`src/rtl/uart_router_pkg.sv`:
```
// Shared types for the UART channel router.
// Holds the default channel-index width and the arbiter state encoding.
package uart_router_pkg;

    localparam int NUM_CH_DEF = 4;
    localparam int CH_W = $clog2(NUM_CH_DEF);

    typedef enum logic {
        ST_IDLE,
        ST_LOCK
    } arb_state_t;

endpackage

```
`src/rtl/uart_chan_router_rr_arbiter.sv`:
```
// Combinational round-robin pick: first set req bit after rr_ptr.
// Ports: req, rr_ptr in; gnt_idx (winner), any_req out.
module rr_arbiter
    import uart_router_pkg::*;
#(
    parameter int NUM_CH = 4
) (
    input  logic [NUM_CH-1:0]         req,
    input  logic [$clog2(NUM_CH)-1:0] rr_ptr,
    output logic [$clog2(NUM_CH)-1:0] gnt_idx,
    output logic                      any_req
);

    localparam int CW = $clog2(NUM_CH);

    logic found;

    assign any_req = |req;

    // Search rr_ptr+1 .. rr_ptr+NUM_CH; the last candidate is rr_ptr itself.
    always_comb begin
        gnt_idx = '0;
        found = 1'b0;
        for (int i = 1; i <= NUM_CH; i++) begin
            if (!found && req[(int'(rr_ptr) + i) % NUM_CH]) begin
                found = 1'b1;
                gnt_idx = CW'((int'(rr_ptr) + i) % NUM_CH);
            end
        end
    end

endmodule

```
`src/rtl/uart_chan_router.sv`:
```
// Steers buttons/RX bytes to the active mode's channel and arbitrates
// the shared UART TX among NUM_CH packet sources (round-robin, packet lock).
// Ports: clk, reset; mode_sel, btn_in -> btn_out; rx_* routing;
// s_valid/s_data/s_last/s_ready sources; m_valid/m_data/m_ready sink;
// grant, busy, timeout_pulse status.
module uart_chan_router
    import uart_router_pkg::*;
#(
    parameter int NUM_CH      = 4,
    parameter int DATA_W      = 8,
    parameter int NUM_BTN     = 4,
    parameter int TIMEOUT_CYC = 1_000_000
) (
    input  logic                        clk,
    input  logic                        reset,
    input  logic [$clog2(NUM_CH)-1:0]   mode_sel,
    input  logic [NUM_BTN-1:0]          btn_in,
    output logic [NUM_CH*NUM_BTN-1:0]   btn_out,
    input  logic                        rx_done_in,
    input  logic [DATA_W-1:0]           rx_data_in,
    output logic [NUM_CH-1:0]           rx_done_out,
    output logic [DATA_W-1:0]           rx_data_out,
    input  logic [NUM_CH-1:0]           s_valid,
    input  logic [NUM_CH*DATA_W-1:0]    s_data,
    input  logic [NUM_CH-1:0]           s_last,
    output logic [NUM_CH-1:0]           s_ready,
    output logic                        m_valid,
    output logic [DATA_W-1:0]           m_data,
    input  logic                        m_ready,
    output logic [$clog2(NUM_CH)-1:0]   grant,
    output logic                        busy,
    output logic                        timeout_pulse
);

    localparam int CW = $clog2(NUM_CH);
    localparam int TW = (TIMEOUT_CYC > 2) ? $clog2(TIMEOUT_CYC) : 1;
    localparam logic [CW-1:0] LAST_CH = CW'(NUM_CH - 1);
    localparam logic [TW-1:0] STALL_MAX = TW'(TIMEOUT_CYC - 1);

    arb_state_t    state_q, state_d;
    logic [CW-1:0] grant_q, grant_d;
    logic [CW-1:0] rr_q, rr_d;
    logic [CW-1:0] arb_idx;
    logic [CW-1:0] mode_act, mode_nxt;
    logic [TW-1:0] cnt_q, cnt_d;
    logic          any_req, lock, cur_valid;
    logic          xfer, stall_hit, mode_chg;

    rr_arbiter #(.NUM_CH(NUM_CH)) u_arb (
        .req     (s_valid),
        .rr_ptr  (rr_q),
        .gnt_idx (arb_idx),
        .any_req (any_req)
    );

    // Gating with reset keeps a byte from being accepted
    // in the cycle the frame is abandoned.
    assign lock      = (state_q == ST_LOCK) && !reset;
    assign cur_valid = s_valid[grant_q];
    assign xfer      = lock && cur_valid && m_ready;
    assign stall_hit = lock && !cur_valid && (cnt_q == STALL_MAX);

    assign m_valid       = lock && cur_valid;
    assign m_data        = lock ? s_data[grant_q*DATA_W +: DATA_W] : '0;
    assign grant         = grant_q;
    assign busy          = (state_q == ST_LOCK);
    assign timeout_pulse = stall_hit;

    always_comb begin
        s_ready = '0;
        if (lock) begin
            s_ready[grant_q] = m_ready;
        end
    end

    always_comb begin
        state_d = state_q;
        grant_d = grant_q;
        rr_d    = rr_q;
        cnt_d   = cnt_q;
        unique case (state_q)
            ST_IDLE: begin
                cnt_d = '0;
                if (any_req) begin
                    state_d = ST_LOCK;
                    grant_d = arb_idx;
                end
            end
            ST_LOCK: begin
                if ((xfer && s_last[grant_q]) || stall_hit) begin
                    state_d = ST_IDLE;
                    rr_d    = grant_q;
                    cnt_d   = '0;
                end else if (cur_valid) begin
                    cnt_d = '0;
                end else begin
                    cnt_d = cnt_q + TW'(1);
                end
            end
        endcase
    end

    // Out-of-range selections keep the previous mode.
    assign mode_nxt = (int'(mode_sel) < NUM_CH) ? mode_sel : mode_act;
    assign mode_chg = (mode_nxt != mode_act);

    always_ff @(posedge clk) begin
        if (reset) begin
            state_q     <= ST_IDLE;
            grant_q     <= '0;
            rr_q        <= LAST_CH;
            cnt_q       <= '0;
            mode_act    <= '0;
            btn_out     <= '0;
            rx_done_out <= '0;
            rx_data_out <= '0;
        end else begin
            state_q     <= state_d;
            grant_q     <= grant_d;
            rr_q        <= rr_d;
            cnt_q       <= cnt_d;
            mode_act    <= mode_nxt;
            btn_out     <= '0;
            rx_done_out <= '0;
            // Mode switch cycle routes nothing, so no channel
            // sees a stray pulse meant for the other owner.
            if (!mode_chg) begin
                btn_out[mode_act*NUM_BTN +: NUM_BTN] <= btn_in;
                rx_done_out[mode_act] <= rx_done_in;
            end
            if (rx_done_in) begin
                rx_data_out <= rx_data_in;
            end
        end
    end

endmodule

```
`config.mk`:
```
export PLATFORM = sky130hd
export DESIGN_NAME = uart_chan_router
export DESIGN_NICKNAME = d
export VERILOG_FILES = /design/src/rtl/uart_router_pkg.sv /design/src/rtl/uart_chan_router_rr_arbiter.sv /design/src/rtl/uart_chan_router.sv
export SDC_FILE = /design/constraint.sdc
export NUM_CORES = 1
export LEC_CHECK = 0
export ABC_CLOCK_PERIOD_IN_PS = 4470
export CAP_MARGIN = 20
export CELL_PAD_IN_SITES_DETAIL_PLACEMENT = 0
export CELL_PAD_IN_SITES_GLOBAL_PLACEMENT = 1
export CORE_UTILIZATION = 31
export CTS_CLUSTER_SIZE = 16
export DETAILED_ROUTE_END_ITERATION = 10
export MAX_ROUTING_LAYER = met4
export PLACE_DENSITY = 0.89
export SKIP_LAST_GASP = 1
export SLEW_MARGIN = 40
export SYNTH_ARGS = -nofsm -noshare
export SYNTH_HDL_FRONTEND = slang
export SYNTH_SLANG_ARGS = --single-unit
```
`constraint.sdc`:
```
create_clock -name clk -period 4.47 [get_ports clk]
set_input_delay 1.341 -clock clk [delete_from_list [all_inputs] [get_ports clk]]
set_output_delay 1.341 -clock clk [all_outputs]
set_load 0.02 [all_outputs]
```
==> insert_results.sql, run 1 <==
INSERT INTO impl_metrics (metric_group, metric, value, unit) VALUES
('cts', 'cts_hold_buffers', '0', ''),
('route', 'vias', '2192', ''),
('power_and_ir_drop', 'power.static_leakage', '0.00146', 'uW'),
('sta', 'timing.final.hold_violations', '0', ''),
('place', 'place.port_buffers', '102', ''),
('logic_synthesis', 'yosysTopAreaCell', 'sky130_fd_sc_hd__dfxtp_1', ''),
('logic_synthesis', 'ys_ff_latch', '55', ''),
('logic_synthesis', 'synth.lib_cells_used.distinct', '36', ''),
('cts', 'cts_buffer_depth', '2', ''),
('logic_synthesis', 'synthTopCellsByArea', 'sky130_fd_sc_hd__dfxtp_1, sky130_fd_sc_hd__and2_1, sky130_fd_sc_hd__mux4_2', ''),
('outcome', 'run_status', 'finished, final reports clean', ''),
('place', 'routabilityCongestion', '0.775', ''),
('sta', 'fin_crit_sh', '99.5', '%'),
('sta', 'finalSetupViolations', '0', ''),
('critical_path', 'start_kind', 'input port', ''),
('cts', 'cts_htree_levels', '2', ''),
('cts', 'clock_input_transition_at_the_sequential_cells_of_the_worst_setup_and_hold_paths', '0.09', 'ns'),
('route', 'met2_length', '3030', 'um'),
('logic_synthesis', 'cells_after_synthesis', '262', ''),
('die', 'ioPinCount', '103', ''),
('layout', 'final_nets', '436', ''),
('critical_path', 'cp_data_required_time', '3.13', 'ns'),
('critical_path', 'crit_path_end_kind', 'output pin', ''),
('global_routing', 'grt_max_degree', '21', ''),
('route', 'postRouteWirelength', '5990', 'um'),
('die', 'die_w', '92.2', 'um'),
('critical_path', 'critPathSlowestCell', 'sky130_fd_sc_hd__or4_4', ''),
('critical_path', 'crit_path_cell_trace', 'clkdlybuf4s50_1 -> mux4_2 -> nand2b_4 -> or4_4 -> inv_2 -> buf_6', ''),
('critical_path', 'critical_path.n_buffers_inverters', '3', ''),
('route', 'drt_pre_antenna_iters', '4', ''),
('logic_synthesis', 'synth_fp_nets', '328', ''),
('die', 'core.rowCount', '32', ''),
('place', 'dp_hpwl', '4640', 'um'),
('critical_path', 'critPathMaxFanout', '2', ''),
('route', 'route.detailed.drc', '0', ''),
('logic_synthesis', 'async_flop_share', '0', '%'),
('critical_path', 'timing.critical_path.slowest_cell_delay', '0.51', 'ns'),
('worst_hold_path', 'holdCritStartpoint', 'cnt_q[0]', ''),
('layout', 'area.growth.synth_to_final', '50.7', '%'),
('power_and_ir_drop', 'power_density', '254', 'nW/um2'),
('critical_path', 'worstSetupStartpoint', 's_valid[0]', ''),
('logic_synthesis', 'synth_enable_flop_cells', '0', ''),
('global_routing', 'overall_global_routing_usage', '14.7', '%'),
('cts', 'clock_tree.root_cell', 'sky130_fd_sc_hd__clkbuf_8', ''),
('logic_synthesis', 'synthesis.area', '2520', 'um2'),
('global_routing', 'grt_pass1_vias', '2186', ''),
('layout', 'share_of_layout_cells_above_drive_strength_1', '8.63', '%'),
('critical_path', 'timing.reg2reg.worst_path_depth', '7', ''),
('die', 'floorplan.initialDensity', '32.3', '%'),
('global_routing', 'global_route_wire_length_before_repair', '9800', 'um'),
('route', 'drtIter0Drc', '37', ''),
('route', 'm1WireLength', '2640', 'um'),
('die', 'chipHeight', '92.2', 'um'),
('logic_synthesis', 'synth_top_area_share', '43.7', '%'),
('critical_path', 'worst-path-stages', '6', ''),
('cts', 'cts_tree', 'yes', ''),
('sta', 'whs', '0.493', 'ns'),
('route', 'avgRoutedWirePerCell', '12.7', 'um'),
('critical_path', 'crit-reg2reg-launch', 'grant[1]', ''),
('sta', 'rsz0062_at_grt', 'false', ''),
('die', 'design.core.area', '7810', 'um2'),
('route', 'detail_route.vias_per_cell', '4.63', ''),
('critical_path', 'crit_family', 'simple AND/OR/NAND/NOR gates', ''),
('logic_synthesis', 'syn-mean-instance-area', '9.63', 'um2'),
('cts', 'clock_sinks', '55', ''),
('worst_hold_path', 'hold_path_class', 'register to register', ''),
('place', 'dpl_worst_slack', '-0.548', 'ns'),
('die', 'dieArea', '8500', 'um2'),
('critical_path', 'worstSetupPathType', 'input port to output pin', ''),
('route', 'highest-signal-layer', 'met4', ''),
('route', 'met3_wire_length', '226', 'um');
## final timing paths
path,endpoint
worst max register to register,rr_q[1]
worst max-delay path,timeout_pulse
worst min-delay path,cnt_q[0]
worst min register to register,cnt_q[0]
## repair_timing
action                     in CTS  in global routing
resized for setup              10                  4
hold endpoints to repair        0                  0
pin swaps                       0                  1
setup endpoints to repair       3                  3
buffers inserted                0                  1
## where the power goes
| group | internal, uW | switching (uW) | total [uW] | leakage (uW) |
|---|---|---|---|---|
| clock network | 114 | 168 | 282 | 0.0000489 |
| registers | 500 | 8.03 | 508 | 0.000446 |
| logic | 107 | 68.0 | 175 | 0.000963 |
## metal layers
layer / track usage (%) / up-vias
met1: 16.7 / 1018
met2: 25.8 / 52
li1: - / 1114
met5: - / -
met3: 2.82 / 8
met4: 5.21 / 0
## stage by stage
step	utilization (%)	instances	total power, uW	instance area [um2]	TNS (ns)
floorplan	-	262	600	2520	0
global placement	47.3	464	692	3690	-0.493
detailed placement	47.3	464	696	3690	-0.584
CTS	48.5	472	980	3780	-0.0290
global route	48.7	473	1010	3800	0
finish	48.7	473	964	3800	0
## area by class of cell
type / count / area, um2
clock inverters: 3 / 22.5
fillers: 737 / 4010
multi-input cells: 187 / 1340
well taps: 102 / 128
clock buffers: 5 / 68.8
inverters: 8 / 30.0
flip-flops and latches: 55 / 1100
repair buffers: 113 / 1110
## cells by family (layout without fill, tap and decap cells)
| logic type | Yosys count | in the layout | synth area share, % |
|---|---|---|---|
| XOR/XNOR | 18 | 18 | 6.25 |
| flip-flops | 55 | 55 | 43.7 |
| multiplexers | 18 | 18 | 12.4 |
| adder cells (fa/ha/maj) | 8 | 8 | 3.97 |
| AO/OA/AOI/OAI | 18 | 18 | 4.37 |
| AND/OR/NAND/NOR | 125 | 125 | 25.9 |
| buffers and inverters | 20 | 129 | 3.42 |
## state kept, by name, summed over array words and instances (netlist names)
| signal | cells |
|---|---|
| mode_act | 2 |
| grant | 2 |
| btn_out | 16 |
| rr_q | 2 |
| rx_data_out | 8 |
| busy | 1 |
| rx_done_out | 4 |
| cnt_q | 20 |
## synthesized netlist by cell type, drive strengths merged, types with 5 or more instances
cell    count
dfxtp      55
inv         8
ha          8
a21oi       6
mux2i       8
nor2       40
mux4       10
xor2       11
o21ai       5
xnor2       7
nand4       5
nand2      12
nand3      11
nor3        5
and2       29
clkbuf      8
## cells in the final DEF (no fill, tap or decap), drive strengths merged, types with 3 or more instances in the layout
master,netlist,final
a21oi,6,6
and2,29,29
and3,4,4
buf,4,12
clkbuf,8,5
clkdlybuf4s50,0,95
dfxtp,55,55
dlymetal6s2s,0,4
ha,8,8
inv,8,10
mux2i,8,8
mux4,10,10
nand2,12,12
nand3,11,11
nand4,5,5
nor2,40,40
nor3,5,5
nor3b,4,4
nor4,3,3
o21ai,5,5
xnor2,7,7
xor2,11,11
Power figures use the tool's default switching activity.
==> run 2: changes to the inputs <==
--- a/config.mk
+++ b/config.mk
@@ -7,3 +7,3 @@
 export LEC_CHECK = 0
-export ABC_CLOCK_PERIOD_IN_PS = 4470
+export ABC_CLOCK_PERIOD_IN_PS = 3800
 export CAP_MARGIN = 20
@@ -11,3 +11,3 @@
 export CELL_PAD_IN_SITES_GLOBAL_PLACEMENT = 1
-export CORE_UTILIZATION = 31
+export CORE_UTILIZATION = 28
 export CTS_CLUSTER_SIZE = 16
@@ -15,3 +15,3 @@
 export MAX_ROUTING_LAYER = met4
-export PLACE_DENSITY = 0.89
+export PLACE_DENSITY = 0.85
 export SKIP_LAST_GASP = 1
==> constraint.sdc (replaced) <==
create_clock -name clk -period 3.8 [get_ports clk]
set_input_delay 0.95 -clock clk [delete_from_list [all_inputs] [get_ports clk]]
set_output_delay 0.95 -clock clk [all_outputs]
set_load 0.02 [all_outputs]
==> insert_results.sql, run 2 (synthesis results as in run 1) <==
INSERT INTO impl_metrics (metric_group, metric, value, unit) VALUES
('power_and_ir_drop', 'power', '1120', 'uW'),
('critical_path', 'crit-reg2reg-launch', 'grant[1]', ''),
('sta', 'timing_worst_slew_pin_value', '0.669', 'ns'),
('layout', 'layout_top_registers', 'cnt_q: 20 flops, btn_out: 16 flops, rx_data_out: 8 flops', ''),
('global_routing', 'grt_max_degree', '21', ''),
('power_and_ir_drop', 'power_density', '296', 'nW/um2'),
('critical_path', 'timing.reg2reg.setup_slack', '1.76', 'ns'),
('critical_path', 'timing.critical_path.slowest_cell_delay', '0.54', 'ns'),
('cts', 'clock_latency', '0.30', 'ns'),
('route', 'route.detailed.drc', '0', ''),
('flow_run', 'drv_cap', '0', ''),
('sta', 'relSlewSlack', '55.0', '%'),
('place', 'dp_hpwl', '4780', 'um'),
('global_routing', 'overall_global_routing_usage', '13.6', '%'),
('route', 'detail_route.vias_per_cell', '4.59', ''),
('die', 'ioPinCount', '103', ''),
('cts', 'cts_hold_buffers', '0', ''),
('route', 'avgRoutedWirePerCell', '12.6', 'um'),
('sta', 'timing.fmax', '270', 'MHz'),
('critical_path', 'worst_r2r_endpoint', 'rr_q[0]', ''),
('cts', 'clock_input_transition_at_the_sequential_cells_of_the_worst_setup_and_hold_paths', '0.09', 'ns'),
('power_and_ir_drop', 'power.static_leakage', '0.00139', 'uW'),
('die', 'chipHeight', '96.9', 'um'),
('critical_path', 'critPathSlowestCell', 'sky130_fd_sc_hd__or4_4', ''),
('critical_path', 'worst-path-stages', '6', ''),
('critical_path', 'cp_data_required_time', '2.85', 'ns'),
('die', 'design.core.area', '8720', 'um2'),
('critical_path', 'worstSetupPathType', 'input port to output pin', ''),
('critical_path', 'start_kind', 'input port', ''),
('route', 'vias', '2193', ''),
('sta', 'fin_tns_setup', '0', 'ns'),
('global_routing', 'grt_pass1_vias', '2285', ''),
('layout', 'fillers', '848', ''),
('sta', 'finalCriticalPeriod', '3.71', 'ns'),
('route', 'drtIter0Drc', '72', ''),
('sta', 'fin_crit_sh', '97.6', '%'),
('sta', 'finalSetupViolations', '0', ''),
('place', 'dpl.cell_count', '470', ''),
('layout', 'regMostFlops', 'cnt_q', ''),
('sta', 'finalClockSkew', '0.0100', 'ns'),
('sta', 'rsz0062_at_grt', 'false', ''),
('critical_path', 'critPathCapture', 'timeout_pulse', ''),
('sta', 'report.final.slew_viol_count', '0', ''),
('critical_path', 'crit_path_end_kind', 'output pin', ''),
('layout', 'share_of_layout_cells_above_drive_strength_1', '7.84', '%'),
('die', 'dieArea', '9390', 'um2'),
('sta', 'timing.final.hold_violations', '0', ''),
('critical_path', 'crit_path_cell_trace', 'clkdlybuf4s50_1 -> mux4_2 -> nand2b_4 -> or4_4 -> inv_1 -> buf_4', ''),
('die', 'core.rowCount', '34', ''),
('route', 'postRouteWirelength', '6000', 'um'),
('layout', 'final_nets', '435', ''),
('layout', 'most_common_library_cell_in_the_layout_ignoring_fill_and_taps', 'sky130_fd_sc_hd__clkdlybuf4s50_1', ''),
('global_routing', 'number_of_antenna_violations_at_the_first_check_in_global_routing', '0', ''),
('route', 'antenna_left', '0', ''),
('cts', 'cts_buffer_depth', '2', ''),
('global_routing', 'global_route.overflow_total', '0', ''),
('layout', 'largest_register_ffs', '20', ''),
('critical_path', 'critical_path.n_buffers_inverters', '3', ''),
('sta', 'whs', '0.491', 'ns'),
('critical_path', 'cp.arrival', '2.76', 'ns'),
('power_and_ir_drop', 'worst_ir_drop_on_vdd', '0.170', 'mV'),
('critical_path', 'critPathMaxFanout', '2', ''),
('critical_path', 'timing.reg2reg.worst_path_depth', '6', ''),
('global_routing', 'global_route_wire_length_before_repair', '10300', 'um'),
('die', 'die_w', '96.9', 'um'),
('place', 'routabilityCongestion', '0.809', ''),
('layout', 'layout.cells.most_common_list', 'sky130_fd_sc_hd__clkdlybuf4s50_1, sky130_fd_sc_hd__dfxtp_1, sky130_fd_sc_hd__nor2_1, sky130_fd_sc_hd__and2_1, sky130_fd_sc_hd__nand2_1', ''),
('worst_hold_path', 'hold_path_class', 'register to register', ''),
('outcome', 'run_status', 'finished, final reports clean', ''),
('cts', 'cts_buffer_count', '5', ''),
('cts', 'clock_tree.root_cell', 'sky130_fd_sc_hd__clkbuf_8', ''),
('cts', 'post-cts-setup-buffer-count', '0', ''),
('cts', 'clock_sinks', '55', ''),
('cts', 'cts_tree', 'yes', ''),
('route', 'drt_pre_antenna_iters', '4', ''),
('die', 'floorplan.initialDensity', '28.9', '%'),
('cts', 'cts_htree_levels', '2', ''),
('layout', 'antennaDiodeCount', '0', ''),
('critical_path', 'worstSetupStartpoint', 's_valid[3]', ''),
('layout', 'area.growth.synth_to_final', '50.1', '%'),
('critical_path', 'crit_family', 'simple AND/OR/NAND/NOR gates', ''),
('layout', 'instances_no_fill', '478', ''),
('place', 'place.port_buffers', '102', '');
run 2: cell types whose count changed in the layout (fill, tap and decap cells not counted):
cell	previous run	this run
sky130_fd_sc_hd__inv_2	1	0
sky130_fd_sc_hd__clkbuf_1	0	1
sky130_fd_sc_hd__buf_6	1	0
sky130_fd_sc_hd__dlymetal6s2s_1	4	0
sky130_fd_sc_hd__dlygate4sd2_1	2	0
sky130_fd_sc_hd__clkinv_2	1	0
sky130_fd_sc_hd__clkinvlp_4	0	1
sky130_fd_sc_hd__clkdlybuf4s50_1	95	101
sky130_fd_sc_hd__inv_6	2	1
sky130_fd_sc_hd__inv_1	7	8
run 2: repair_timing:
item                                    CTS  global route
endpoints found under the hold margin     0             0
gates resized for setup                   4             2
endpoints found under the setup margin    1             1
run 2: worst register-to-register path: cells and delay by family (launching register included):
| family | cells | cell delay, ns |
|---|---|---|
| simple gates | 2 | 0.70 |
| mux | 1 | 0.53 |
| flops | 1 | 0.37 |
| buf+inv | 1 | 0.17 |
| compound gates | 2 | 0.17 |
run 2: routing by layer:
metal / vias to the layer above / global-route usage, % / routed length [um]
met4: 0 / 4.71 / 143
met5: - / - / 0
met1: 1026 / 15.2 / 2670
met2: 43 / 24.5 / 3050
met3: 15 / 1.88 / 137
li1: 1109 / - / -
run 2: per-stage QoR:
stage          setup slack (ns)  area (um2)  util, %
2_1_floorplan             0.498        2520        -
3_3_place_gp             -0.388        3700     42.4
3_5_place_dp             -0.418        3700     42.4
4_1_cts                  0.0341        3780     43.4
5_1_grt                  0.0277        3790     43.4
6_report                 0.0908        3790     43.4
run 2: worst min-delay path by stage:
stage | end | slack, ns | cells past startpoint | from
after global placement | cnt_q[0] | 0.47 | 1 | cnt_q[0]
after global routing | cnt_q[0] | 0.54 | 1 | cnt_q[0]
after floorplan | cnt_q[0] | 0.44 | 1 | cnt_q[0]
final | cnt_q[0] | 0.49 | 1 | cnt_q[0]
after CTS | cnt_q[0] | 0.50 | 1 | cnt_q[0]
after detailed placement | cnt_q[0] | 0.46 | 1 | cnt_q[0]
run 2: report_power, final:
group	leakage (uW)	internal, uW	switching [uW]
Sequential	0.000446	588	9.38
Combinational	0.000906	126	80.7
Clock	0.0000418	133	185
Total	0.00139	847	275
run 2: layout make-up:
cell class	instances	area, um2	share of cell area, %
multi-input cells	187	1340	35.3
clock buffers	6	72.6	1.92
flip-flops and latches	55	1100	29.1
inverters	8	30.0	0.793
well taps	108	135	3.57
clock inverters	2	16.3	0.429
repair buffers	112	1090	28.9
==> run 3: changes to the inputs <==
Settings changed: PLACE_DENSITY 0.85 to unset, PLACE_DENSITY_LB_ADDON set to 0.1.
==> insert_results.sql, run 3 (synthesis results as in run 1) <==
INSERT INTO impl_metrics (metric_group, metric, value, unit) VALUES
('global_routing', 'global_route_wire_length_before_repair', '10300', 'um'),
('layout', 'share_of_layout_cells_above_drive_strength_1', '7.57', '%'),
('place', 'place.port_buffers', '102', ''),
('layout', 'regMostFlops', 'cnt_q', ''),
('cts', 'cts_htree_levels', '2', ''),
('cts', 'cts_tree', 'yes', ''),
('global_routing', 'grt_max_degree', '21', ''),
('layout', 'fillers', '849', ''),
('critical_path', 'critPathMaxFanout', '2', ''),
('cts', 'cts_buffer_count', '5', ''),
('layout', 'final_util', '43.6', '%'),
('layout', 'final_nets', '435', ''),
('layout', 'layout.cells.most_common_list', 'sky130_fd_sc_hd__clkdlybuf4s50_1, sky130_fd_sc_hd__dfxtp_1, sky130_fd_sc_hd__nor2_1, sky130_fd_sc_hd__and2_1, sky130_fd_sc_hd__nand2_1', ''),
('route', 'avgRoutedWirePerCell', '12.9', 'um'),
('cts', 'clock_input_transition_at_the_sequential_cells_of_the_worst_setup_and_hold_paths', '0.11', 'ns'),
('die', 'core.rowCount', '34', ''),
('global_routing', 'overall_global_routing_usage', '13.9', '%'),
('critical_path', 'cp_data_required_time', '2.85', 'ns'),
('layout', 'layout_top_registers', 'cnt_q: 20 flops, btn_out: 16 flops, rx_data_out: 8 flops', ''),
('critical_path', 'worstSetupPathType', 'input port to output pin', ''),
('layout', 'area.growth.synth_to_final', '50.8', '%'),
('sta', 'finalCriticalPeriod', '3.73', 'ns'),
('outcome', 'run_status', 'finished, final reports clean', ''),
('route', 'postRouteWirelength', '6180', 'um'),
('die', 'dieArea', '9390', 'um2'),
('power_and_ir_drop', 'worst_ir_drop_on_vdd', '0.124', 'mV'),
('route', 'route.detailed.drc', '0', ''),
('die', 'chipHeight', '96.9', 'um'),
('global_routing', 'number_of_antenna_violations_at_the_first_check_in_global_routing', '0', ''),
('sta', 'rsz0062_at_grt', 'false', ''),
('place', 'dp_hpwl', '4630', 'um'),
('layout', 'antennaDiodeCount', '0', ''),
('sta', 'finalSetupViolations', '0', ''),
('die', 'floorplan.initialDensity', '28.9', '%'),
('layout', 'most_common_library_cell_in_the_layout_ignoring_fill_and_taps', 'sky130_fd_sc_hd__clkdlybuf4s50_1', ''),
('cts', 'clock_tree.root_cell', 'sky130_fd_sc_hd__clkbuf_8', ''),
('power_and_ir_drop', 'power_density', '316', 'nW/um2'),
('worst_hold_path', 'hold_path_class', 'register to register', ''),
('sta', 'final.setup.worst_slack', '0.0741', 'ns'),
('critical_path', 'cp.arrival', '2.78', 'ns'),
('die', 'design.core.area', '8720', 'um2'),
('sta', 'finalClockSkew', '0.0125', 'ns'),
('flow_run', 'drv_cap', '0', ''),
('cts', 'clock_sinks', '55', ''),
('sta', 'timing_worst_slew_pin_value', '0.762', 'ns'),
('route', 'antenna_left', '0', ''),
('power_and_ir_drop', 'power.static_leakage', '0.00141', 'uW'),
('die', 'ioPinCount', '103', ''),
('global_routing', 'global_route.overflow_total', '0', ''),
('route', 'vias', '2166', ''),
('layout', 'largest_register_ffs', '20', ''),
('place', 'routabilityCongestion', '0.711', ''),
('sta', 'timing.final.hold_violations', '0', ''),
('sta', 'timing.fmax', '268', 'MHz'),
('global_routing', 'grt_pass1_vias', '2139', ''),
('sta', 'report.final.slew_viol_count', '0', ''),
('cts', 'cts_hold_buffers', '0', ''),
('sta', 'fin_crit_sh', '98.0', '%'),
('die', 'die_w', '96.9', 'um'),
('cts', 'cts_buffer_depth', '2', ''),
('cts', 'clock_latency', '0.31', 'ns'),
('sta', 'relSlewSlack', '49.2', '%'),
('critical_path', 'crit_path_end_kind', 'output pin', ''),
('route', 'drtIter0Drc', '44', ''),
('place', 'dpl_worst_slack', '-0.376', 'ns'),
('route', 'drt_pre_antenna_iters', '4', ''),
('cts', 'post-cts-setup-buffer-count', '0', ''),
('critical_path', 'start_kind', 'input port', ''),
('cts', 'post_cts_resize_count', '4', ''),
('route', 'detail_route.vias_per_cell', '4.53', ''),
('sta', 'fin_tns_setup', '0', 'ns');
-- run 3: final cells by class --
cell class / count / area [um2] / area share [%]
multi-input cells: 187 / 1340 / 35.1
flip-flops and latches: 55 / 1100 / 28.9
inverters: 8 / 30.0 / 0.789
clock buffers: 6 / 72.6 / 1.91
repair buffers: 112 / 1090 / 28.7
well taps: 108 / 135 / 3.55
clock inverters: 2 / 38.8 / 1.02
-- run 3: worst paths after layout --
check	endpoint	cells past startpoint	slack, ns	start
worst max-delay path	timeout_pulse	6	0.07	s_valid[3]
worst min-delay path	cnt_q[0]	1	0.49	cnt_q[0]
worst max register to register	rr_q[1]	6	1.75	grant[1]
worst min register to register	cnt_q[0]	1	0.49	cnt_q[0]
-- run 3: worst max-delay path, cell delays in order --
cell and delay, ns:
sky130_fd_sc_hd__clkdlybuf4s50_1 0.42, sky130_fd_sc_hd__mux4_2 0.49, sky130_fd_sc_hd__nand2b_4 0.15, sky130_fd_sc_hd__or4_1 0.54, sky130_fd_sc_hd__inv_1 0.07, sky130_fd_sc_hd__buf_2 0.16
-- run 3: metal layers --
layer	part of all wire (%)	global-route usage [%]	wire, um
met4	0.68	3.79	42
met3	3.4	2.60	210
met5	0	-	0
met1	44	15.9	2710
met2	52	24.8	3210
-- run 3: power breakdown --
group | total, uW | internal (uW) | switching [uW] | leakage (uW)
Clock | 399 | 200 | 199 | 0.0000558
Combinational | 205 | 126 | 79.1 | 0.000905
Sequential | 597 | 588 | 9.31 | 0.000446
-- run 3: stage by stage --
stage	std cells	cell area (um2)	hold slack, ns	power, uW
finish	478	3800	0.489	1200
CTS	478	3800	0.499	1220
floorplan	262	2520	0.442	706
global placement	470	3700	0.462	818
global route	478	3800	0.539	1260
detailed placement	470	3700	0.468	818
